### src/rtl/axi_grid_pkg.sv
// -----------------------------------------------------------------------------
// axi_grid_pkg
// Shared types for the axi_grid router fabric:
//   flit_t            default opaque flit payload carried on a grid link
//   grid_port_e       router port numbering (N, E, S, W, LOCAL)
//   link_arb_state_e  output-link arbiter states
// -----------------------------------------------------------------------------
package axi_grid_pkg;

   typedef logic [31:0] flit_t;

   typedef enum logic [2:0] {
      PORT_N     = 3'd0,
      PORT_E     = 3'd1,
      PORT_S     = 3'd2,
      PORT_W     = 3'd3,
      PORT_LOCAL = 3'd4
   } grid_port_e;

   typedef enum logic [0:0] {
      ARB_IDLE   = 1'b0,
      ARB_LOCKED = 1'b1
   } link_arb_state_e;

endpackage : axi_grid_pkg

### src/rtl/axi_grid_rr_arb.sv
// -----------------------------------------------------------------------------
// axi_grid_rr_arb
// Combinational round-robin picker. The search starts one past rr_ptr_i and
// wraps modulo NUM_REQ; the first asserted request wins.
// Ports:
//   req_i       in   NUM_REQ  request vector
//   rr_ptr_i    in   IDX_W    index of the previous winner
//   gnt_idx_o   out  IDX_W    winning index (0 when nothing requests)
//   gnt_valid_o out  1        at least one request is asserted
// -----------------------------------------------------------------------------
module axi_grid_rr_arb #(
   parameter int NUM_REQ = 5,
   parameter int IDX_W   = $clog2(NUM_REQ)
) (
   input  logic [NUM_REQ-1:0] req_i,
   input  logic [IDX_W-1:0]   rr_ptr_i,
   output logic [IDX_W-1:0]   gnt_idx_o,
   output logic               gnt_valid_o
);

   // Priority scan from rr_ptr+1 with a single conditional wrap.
   always_comb begin
      int  sum;
      int  cand;
      logic found;
      sum         = 0;
      cand        = 0;
      found       = 1'b0;
      gnt_idx_o   = '0;
      for (int off = 1; off <= NUM_REQ; off++) begin
         sum  = int'(rr_ptr_i) + off;
         // rr_ptr_i < NUM_REQ, so one subtraction is enough to wrap.
         cand = (sum >= NUM_REQ) ? (sum - NUM_REQ) : sum;
         if (!found && req_i[cand]) begin
            found     = 1'b1;
            gnt_idx_o = IDX_W'(cand);
         end else begin
            found     = found;
         end
      end
      gnt_valid_o = found;
   end

endmodule : axi_grid_rr_arb

### src/rtl/axi_grid_link_arb.sv
// -----------------------------------------------------------------------------
// axi_grid_link_arb
// Output-link arbiter for one axi_grid router port. Grants round-robin among
// NUM_REQ inputs, holds the grant for a whole packet until the last flit, and
// registers the granted flit into a one-entry output stage (full throughput).
// Ports:
//   clk_i, rst_ni      clock, synchronous active-low reset
//   valid_i/last_i/flit_i/ready_o   per-input flit channel
//   valid_o/last_o/flit_o/ready_i   output link channel
//   gnt_idx_o          current or most recent grant holder
//   locked_o           a packet is in progress
// -----------------------------------------------------------------------------
module axi_grid_link_arb #(
   parameter type flit_t  = axi_grid_pkg::flit_t,
   parameter int  NUM_REQ = 5,
   parameter int  IDX_W   = $clog2(NUM_REQ)
) (
   input  logic               clk_i,
   input  logic               rst_ni,
   input  logic [NUM_REQ-1:0] valid_i,
   input  logic [NUM_REQ-1:0] last_i,
   input  flit_t              flit_i [NUM_REQ],
   output logic [NUM_REQ-1:0] ready_o,
   output logic               valid_o,
   output logic               last_o,
   output flit_t              flit_o,
   input  logic               ready_i,
   output logic [IDX_W-1:0]   gnt_idx_o,
   output logic               locked_o
);
   import axi_grid_pkg::*;

   link_arb_state_e  state_q, state_d;
   logic [IDX_W-1:0] rr_ptr_q, rr_ptr_d;
   logic [IDX_W-1:0] gnt_idx_q, gnt_idx_d;
   logic             valid_q, valid_d;
   logic             last_q, last_d;
   flit_t            flit_q, flit_d;

   logic [IDX_W-1:0] arb_idx_s;
   logic             arb_valid_s;
   logic [IDX_W-1:0] cur_idx_s;
   logic             cur_valid_s;
   logic             can_load_s;
   logic             hs_s;

   axi_grid_rr_arb #(
      .NUM_REQ (NUM_REQ),
      .IDX_W   (IDX_W)
   ) u_rr_arb (
      .req_i       (valid_i),
      .rr_ptr_i    (rr_ptr_q),
      .gnt_idx_o   (arb_idx_s),
      .gnt_valid_o (arb_valid_s)
   );

   // Grant selection and upstream handshake; LOCKED ignores other requesters.
   always_comb begin
      can_load_s = !valid_q || ready_i;
      if (state_q == ARB_LOCKED) begin
         cur_idx_s   = gnt_idx_q;
         cur_valid_s = 1'b1;
      end else begin
         cur_idx_s   = arb_idx_s;
         cur_valid_s = arb_valid_s;
      end
      ready_o = '0;
      if (rst_ni && can_load_s && cur_valid_s) begin
         ready_o[cur_idx_s] = 1'b1;
      end else begin
         ready_o = '0;
      end
      hs_s = valid_i[cur_idx_s] && ready_o[cur_idx_s];
   end

   // Next state for the FSM, round-robin pointer and output stage.
   always_comb begin
      state_d   = state_q;
      rr_ptr_d  = rr_ptr_q;
      gnt_idx_d = gnt_idx_q;
      valid_d   = valid_q;
      last_d    = last_q;
      flit_d    = flit_q;
      if (hs_s) begin
         valid_d = 1'b1;
         last_d  = last_i[cur_idx_s];
         flit_d  = flit_i[cur_idx_s];
         // Pointer and grant index only move on a packet's first handshake.
         if (state_q == ARB_IDLE) begin
            rr_ptr_d  = cur_idx_s;
            gnt_idx_d = cur_idx_s;
         end else begin
            rr_ptr_d  = rr_ptr_q;
            gnt_idx_d = gnt_idx_q;
         end
         if (last_i[cur_idx_s]) begin
            state_d = ARB_IDLE;
         end else begin
            state_d = ARB_LOCKED;
         end
      end else if (ready_i) begin
         valid_d = 1'b0;
      end else begin
         valid_d = valid_q;
      end
   end

   // FSM and output-stage registers.
   always_ff @(posedge clk_i) begin
      if (!rst_ni) begin
         state_q   <= ARB_IDLE;
         rr_ptr_q  <= IDX_W'(NUM_REQ - 1);
         gnt_idx_q <= '0;
         valid_q   <= 1'b0;
         last_q    <= 1'b0;
         flit_q    <= '0;
      end else begin
         state_q   <= state_d;
         rr_ptr_q  <= rr_ptr_d;
         gnt_idx_q <= gnt_idx_d;
         valid_q   <= valid_d;
         last_q    <= last_d;
         flit_q    <= flit_d;
      end
   end

   assign valid_o   = valid_q;
   assign last_o    = last_q;
   assign flit_o    = flit_q;
   assign gnt_idx_o = gnt_idx_q;
   assign locked_o  = (state_q == ARB_LOCKED);

endmodule : axi_grid_link_arb

### config.mk
export PLATFORM = sky130hd
export DESIGN_NAME = axi_grid_link_arb
export DESIGN_NICKNAME = d
export VERILOG_FILES = /design/src/rtl/axi_grid_pkg.sv /design/src/rtl/axi_grid_rr_arb.sv /design/src/rtl/axi_grid_link_arb.sv
export SDC_FILE = /design/constraint.sdc
export NUM_CORES = 1
export LEC_CHECK = 0
export ABC_AREA = 1
export BUFFER_PORTS_ARGS = -buffer_cell sky130_fd_sc_hd__buf_2
export CAP_MARGIN = 20
export CORE_ASPECT_RATIO = 0.5
export CORE_UTILIZATION = 47
export DETAILED_ROUTE_END_ITERATION = 8
export PLACE_DENSITY = 0.83
export SKIP_CTS_REPAIR_TIMING = 1
export SLEW_MARGIN = 30
export SYNTH_ARGS = -nofsm -noshare
export SYNTH_HDL_FRONTEND = slang
export SYNTH_HIERARCHICAL = 1
export SYNTH_SLANG_ARGS = --single-unit
### constraint.sdc
create_clock -name clk_i -period 12.78 [get_ports clk_i]
set_clock_uncertainty 0.1 [all_clocks]
set_input_delay 3.195 -clock clk_i [delete_from_list [all_inputs] [get_ports clk_i]]
set_output_delay 3.195 -clock clk_i [all_outputs]
set_load 0.005 [all_outputs]
==> flow_summary.toml, run 1 <==
[outcome]
status = "complete, no violations"

[logic_synthesis]
synth_area_um2 = 4160
syn_area_per_cell_um2 = 5.68
synthCells = 732
synth_cell_types = 35
synth.yosys.seq_area_share = 0.188
yosysWarnings = 6
syn_nets = 917
synth.ff_latch_count = 39

[floorplan]
rows = 23
die_w_um = 135
start_util = 0.502
die_y_um = 68.5
dieArea_um2 = 9250
num_io_pins = 216
coreArea_um2 = 8290

[global_routing]
grt_pass1_wl_um = 19500
grt_max_degree = 106
track_usage = 0.260
gr-total-overflow = 0
grt_pass1_vias = 4420
antenna_found_initial = 0

[route]
drc_errors = 0
vias = 5330
totalWireLength_um = 12800
via_per_inst = 5.21
drt_iter0_markers = 352
drtAntennaViolNets = 0
firstDrtPassIters = 5
wl_per_cell_um = 12.5

[setup_path]
crit_path_frequent_cell = "nand2_1"
cp_data_arrival_time_ns = 5.84
crit_chain = "buf_2, nand2_1, nand3_1, nand2_1, nand2_1, nand2_1, nand3_4, nor2_4, nand4_1, nand3_1, inv_1, nand2_1, nand2_2, nor2_2, inv_2, nor3_1, buf_2"
crit_family = "simple AND/OR/NAND/NOR gates"
slowest_delay_ns = 0.40
path_max_fanout = 36
cp_slowest_cell = "nand2_2"
end_kind = "output pin"
crit_required_ns = 9.48
worstSetupPathType = "input pin to output pin"
start_kind = "input pin"
critPathBufInv = 4

[timing]
slew_headroom = 0.464
fin_hold_ws_ns = 0.360
fin_setup_tns_ns = 0
hold_viol = 0
worstMarginPinSlew_ns = 0.801
min_period_ns = 9.13
fin_crit_sh = 0.714
rsz0062_at_grt = "false"
setup_viol = 0
final_max_slew_viol_count = 0
fmax_mhz = 110

[placed_design]
io_buffers = 215
place_hpwl_um = 9410
place.gp.congestion = 0.872

[clock_network]
htreeDepth = 2
clk_path_buf_depth = 2
cts-root-buf = "clkbuf_16"
cts_buffers = 5
cts_tree = "done"
clk_pin_slew_ns = 0.05
cts_sinks = 39
insertion_delay_ns = 0.28

[finish]
drive_gt1_frac = 0.293
fill_cells = 795
n_antenna_cell = 0
fin_nets = 1096
layout_commonest_cell = "buf_2"
postLayoutCoreUtil = 0.642
syn_to_final_growth_pct = 27.9
layout_common_cells = "buf_2 (215), nor2_1 (172), nand2_1 (147)"

[run]
maxCapViolCount = 0

[worst_hold_path]
min_path_type = "flip-flop to flip-flop"
[tightest hold or removal path, cell delays in order, from the launching register on]
cell and delay, ns:
dfxtp_1 0.31, nand2_1 0.06, a21oi_1 0.05
[through the flow]
step	instances	area (um^2)	setup slack [ns]
after detailed placement	1016	5170	3.70
after CTS	1024	5310	3.69
final	1024	5320	3.65
after global placement	1016	5170	3.83
after floorplan	732	4160	4.64
after global routing	1024	5320	3.32
[state kept, by name, indices dropped and copies added, names as in the netlist]
signal and flops:
flit_o 32, gnt_idx_o 1, last_o 1, locked_o 1, rr_ptr_q 3, valid_o 1
[metal layers]
| metal | wire, um | part of all wire | global-route usage |
|---|---|---|---|
| met4 | 265 | 0.021 | 0.0857 |
| met5 | 0 | 0 | 0 |
| met2 | 6350 | 0.50 | 0.499 |
| met3 | 798 | 0.062 | 0.0417 |
| met1 | 5410 | 0.42 | 0.302 |
[synth_stat cells, drive strengths merged]
| master | n | area share |
|---|---|---|
| a21oi | 8 | 0.011 |
| o21ai | 71 | 0.087 |
| nand3b | 2 | 0.0036 |
| buf | 20 | 0.033 |
| o211ai | 35 | 0.063 |
| clkbuf | 25 | 0.023 |
| dfxtp | 39 | 0.19 |
| nand3 | 45 | 0.073 |
| o22ai | 1 | 0.0015 |
| nor3 | 2 | 0.0024 |
| xor2 | 2 | 0.0078 |
| nor2 | 175 | 0.16 |
| a31oi | 2 | 0.0030 |
| fa | 1 | 0.0048 |
| nand4 | 44 | 0.068 |
| inv | 84 | 0.076 |
| ha | 11 | 0.033 |
| or2 | 3 | 0.0051 |
| a211oi | 1 | 0.0018 |
| nand2 | 161 | 0.15 |
[logic make-up after synthesis]
group,Yosys count,synth area share
and+or+nand+nor,432,0.467
adders and majority gates,12,0.0379
buffers and inverters,129,0.131
DFF,39,0.188
xor gates and xnor gates,2,0.00782
AOI/OAI and AO/OA,118,0.168
[final timing paths]
check,from,end,depth (start not counted),slack (ns)
max,valid_i[2],ready_o[3],17,3.65
min,last_o$_SDFFE_PN0P_,last_o$_SDFFE_PN0P_,2,0.36
max reg2reg,rr_ptr_q[0]$_SDFFE_PN0P_,flit_o[0]$_SDFFE_PN0P_,24,7.27
min reg2reg,last_o$_SDFFE_PN0P_,last_o$_SDFFE_PN0P_,2,0.36
[final cells by class]
type	count	area, um^2	area share
clock buffer	7	133	0.0249
sequential	39	781	0.147
tap	112	140	0.0263
timing repair buffer	217	1090	0.205
multi-input combinational	564	2860	0.537
clock inverter	1	5.00	0.000941
inverter	84	315	0.0593
Power of run 1 is not shown: default switching activity piles up to over one toggle a cycle in this logic, so the estimate is an artifact.
==> inputs of run 2 (changes only) <==
--- a/config.mk
+++ b/config.mk
@@ -5,7 +5,7 @@
 export SDC_FILE = /design/constraint.sdc
 export NUM_CORES = 1
 export LEC_CHECK = 0
-export ABC_AREA = 1
+export ABC_AREA = 0
 export BUFFER_PORTS_ARGS = -buffer_cell sky130_fd_sc_hd__buf_2
 export CAP_MARGIN = 20
 export CORE_ASPECT_RATIO = 0.5
==> constraint.sdc (replaced) <==
create_clock -name clk_i -period 8.93 [get_ports clk_i]
set_clock_uncertainty 0.1 [all_clocks]
set_input_delay 2.2325 -clock clk_i [delete_from_list [all_inputs] [get_ports clk_i]]
set_output_delay 2.2325 -clock clk_i [all_outputs]
set_load 0.005 [all_outputs]
==> flow_summary.toml, run 2 <==
[outcome]
status = "complete, no violations"

[pwr]
p_int_uw = 880
p_leak_nw = 2.27
ir_drop_mv = 0.195
p_clk_frac = 0.113
powerDensity_nw_per_um2 = 354
power_frac_seq = 0.137
combPwrFrac = 0.750
netSwitchingFraction = 0.532
p_switching_uw = 999
power_mw = 1.88

[timing]
rsz0062_at_grt = "false"
fmax_mhz = 128
setup_viol = 0
min_period_ns = 7.80
fin_ws_ns = 1.13
fin_crit_sh = 0.874
fin_setup_tns_ns = 0
hold_viol = 0
final_max_slew_viol_count = 0
slew_headroom = 0.353
worstMarginPinSlew_ns = 0.960

[setup_path]
end_kind = "output pin"
r2r_cells = 14
start_kind = "input pin"
worstSetupPathType = "input pin to output pin"
crit_required_ns = 6.60
cp_data_arrival_time_ns = 5.47
path_max_fanout = 8

[clock_network]
clk_pin_slew_ns = 0.06
htreeDepth = 2
cts_sinks = 39
clk_path_buf_depth = 2
cts_buffers = 5
cts_tree = "done"
insertion_delay_ns = 0.28
cts-root-buf = "clkbuf_16"

[finish]
drive_gt1_frac = 0.421
seqCellArea_um2 = 781
multi_input_area_um2 = 3030
largest_reg_flops = 32
fin_nets = 887
layout_commonest_cell = "buf_2"
n_antenna_cell = 0
fill_cells = 749
layout_common_cells = "buf_2 (215), o21ai_0 (75), nand2_1 (46)"
syn_to_final_growth_pct = 30.0

[placed_design]
place_ws_ns = 1.04
io_buffers = 215
place.gp.congestion = 0.956
place_hpwl_um = 10700

[global_routing]
track_usage = 0.312
grt_pass1_vias = 4539
antenna_found_initial = 0
grt_pass1_wl_um = 22500
gr-total-overflow = 0
grt_max_degree = 42

[logic_synthesis]
synth.yosys.seq_area_share = 0.191
synthTopCellsByArea = "dfxtp_1 (19%), a31oi_2 (9.2%), o21ai_0 (9.2%)"
yosysWarnings = 6
synth.ff_latch_count = 39
synth_cell_types = 73
synthArstFlopShare = 0
yosysMostFrequentCell = "o21ai_0"
synth_top_flop_cell = "dfxtp_1"
synth_area_um2 = 4090
syn_nets = 707
synth_edf_count = 0
syn_area_per_cell_um2 = 7.83
synth_top_area_share = 0.191
synthCells = 522
yosys-top-cells-count = "o21ai_0 (75), nand2_1 (46), a21oi_1 (44)"
synth_area_leader_cell = "dfxtp_1"

[floorplan]
dieArea_um2 = 9090
coreArea_um2 = 8200
die_w_um = 134
die_y_um = 67.9
num_io_pins = 216
rows = 23
start_util = 0.498

[run]
maxCapViolCount = 0

[route]
drtAntennaViolNets = 0
drc_errors = 0
via_per_inst = 6.31
drt_iter0_markers = 440
totalWireLength_um = 14800
vias = 5141
wl_per_cell_um = 18.1
firstDrtPassIters = 6

[worst_hold_path]
whs_path_depth = 2
min_path_type = "flip-flop to flip-flop"
-- run 2: logic make-up (layout without fill, tap and decap cells) --
kind of cell    count (synthesis)  in the layout  share of synthesized area
simple gates                  123            123                      0.156
mux                            13             13                     0.0426
buf+inv                        58            239                     0.0729
xor+xnor                        3              3                    0.00827
fa+ha+maj                      12             12                     0.0386
flops                          39             39                      0.191
compound gates                274            274                      0.490
-- run 2: cell type report --
cell class | instances | area share
clock buffer | 6 | 0.0261
clock inverter | 2 | 0.00660
inverter | 7 | 0.00495
multi-input combinational | 425 | 0.571
sequential | 39 | 0.147
tap | 112 | 0.0264
timing repair buffer | 224 | 0.218
-- run 2: power by group through the flow --
stage / combinational, mW / sequential (mW) / clock [mW]
6_report: 1.41 / 0.258 / 0.212
5_1_grt: 1.53 / 0.263 / 0.220
4_1_cts: 1.37 / 0.257 / 0.211
3_5_place_dp: 1.36 / 0.260 / 0
3_3_place_gp: 1.31 / 0.258 / 0
2_1_floorplan: 1.04 / 0.253 / 0
-- run 2: per-stage QoR --
stage               hold WS, ns  cell area, um^2  instances   util
floorplan                 0.345             4090        522      -
global placement          0.335             5100        805  0.622
detailed placement        0.352             5120        806  0.625
CTS                       0.360             5300        814  0.646
global route              0.363             5310        815  0.648
finish                    0.368             5310        815  0.648
-- run 2: per-layer routing --
metal  vias to the layer above  track usage  routed length [um]
met5                         -            0                   0
met1                      2416        0.394                6130
met4                         0        0.139                 383
met2                       286        0.539                7090
li1                       2401            -                   -
met3                        38       0.0467                1190
-- run 2: worst max-delay path: stages --
cell and delay [ns]:
buf_2 0.16, mux2_2 0.29, a211oi_1 0.25, a211oi_1 0.09
o21ai_0 0.45, nand2_1 0.20, and2_1 0.21, o32ai_1 0.63
mux2_2 0.41, o2111ai_1 0.26, nor2_1 0.18, buf_2 0.12
-- run 2: worst paths after layout --
path                                  from                 endpoint  slack [ns]
setup / recovery                valid_i[0]               ready_o[1]        1.13
hold / removal         last_o$_SDFFE_PN0P_      last_o$_SDFFE_PN0P_        0.37
setup reg to reg  rr_ptr_q[1]$_SDFFE_PN0P_  flit_o[13]$_SDFFE_PN0P_        2.75
hold reg to reg        last_o$_SDFFE_PN0P_      last_o$_SDFFE_PN0P_        0.37
(Power assumes the default switching activity.)
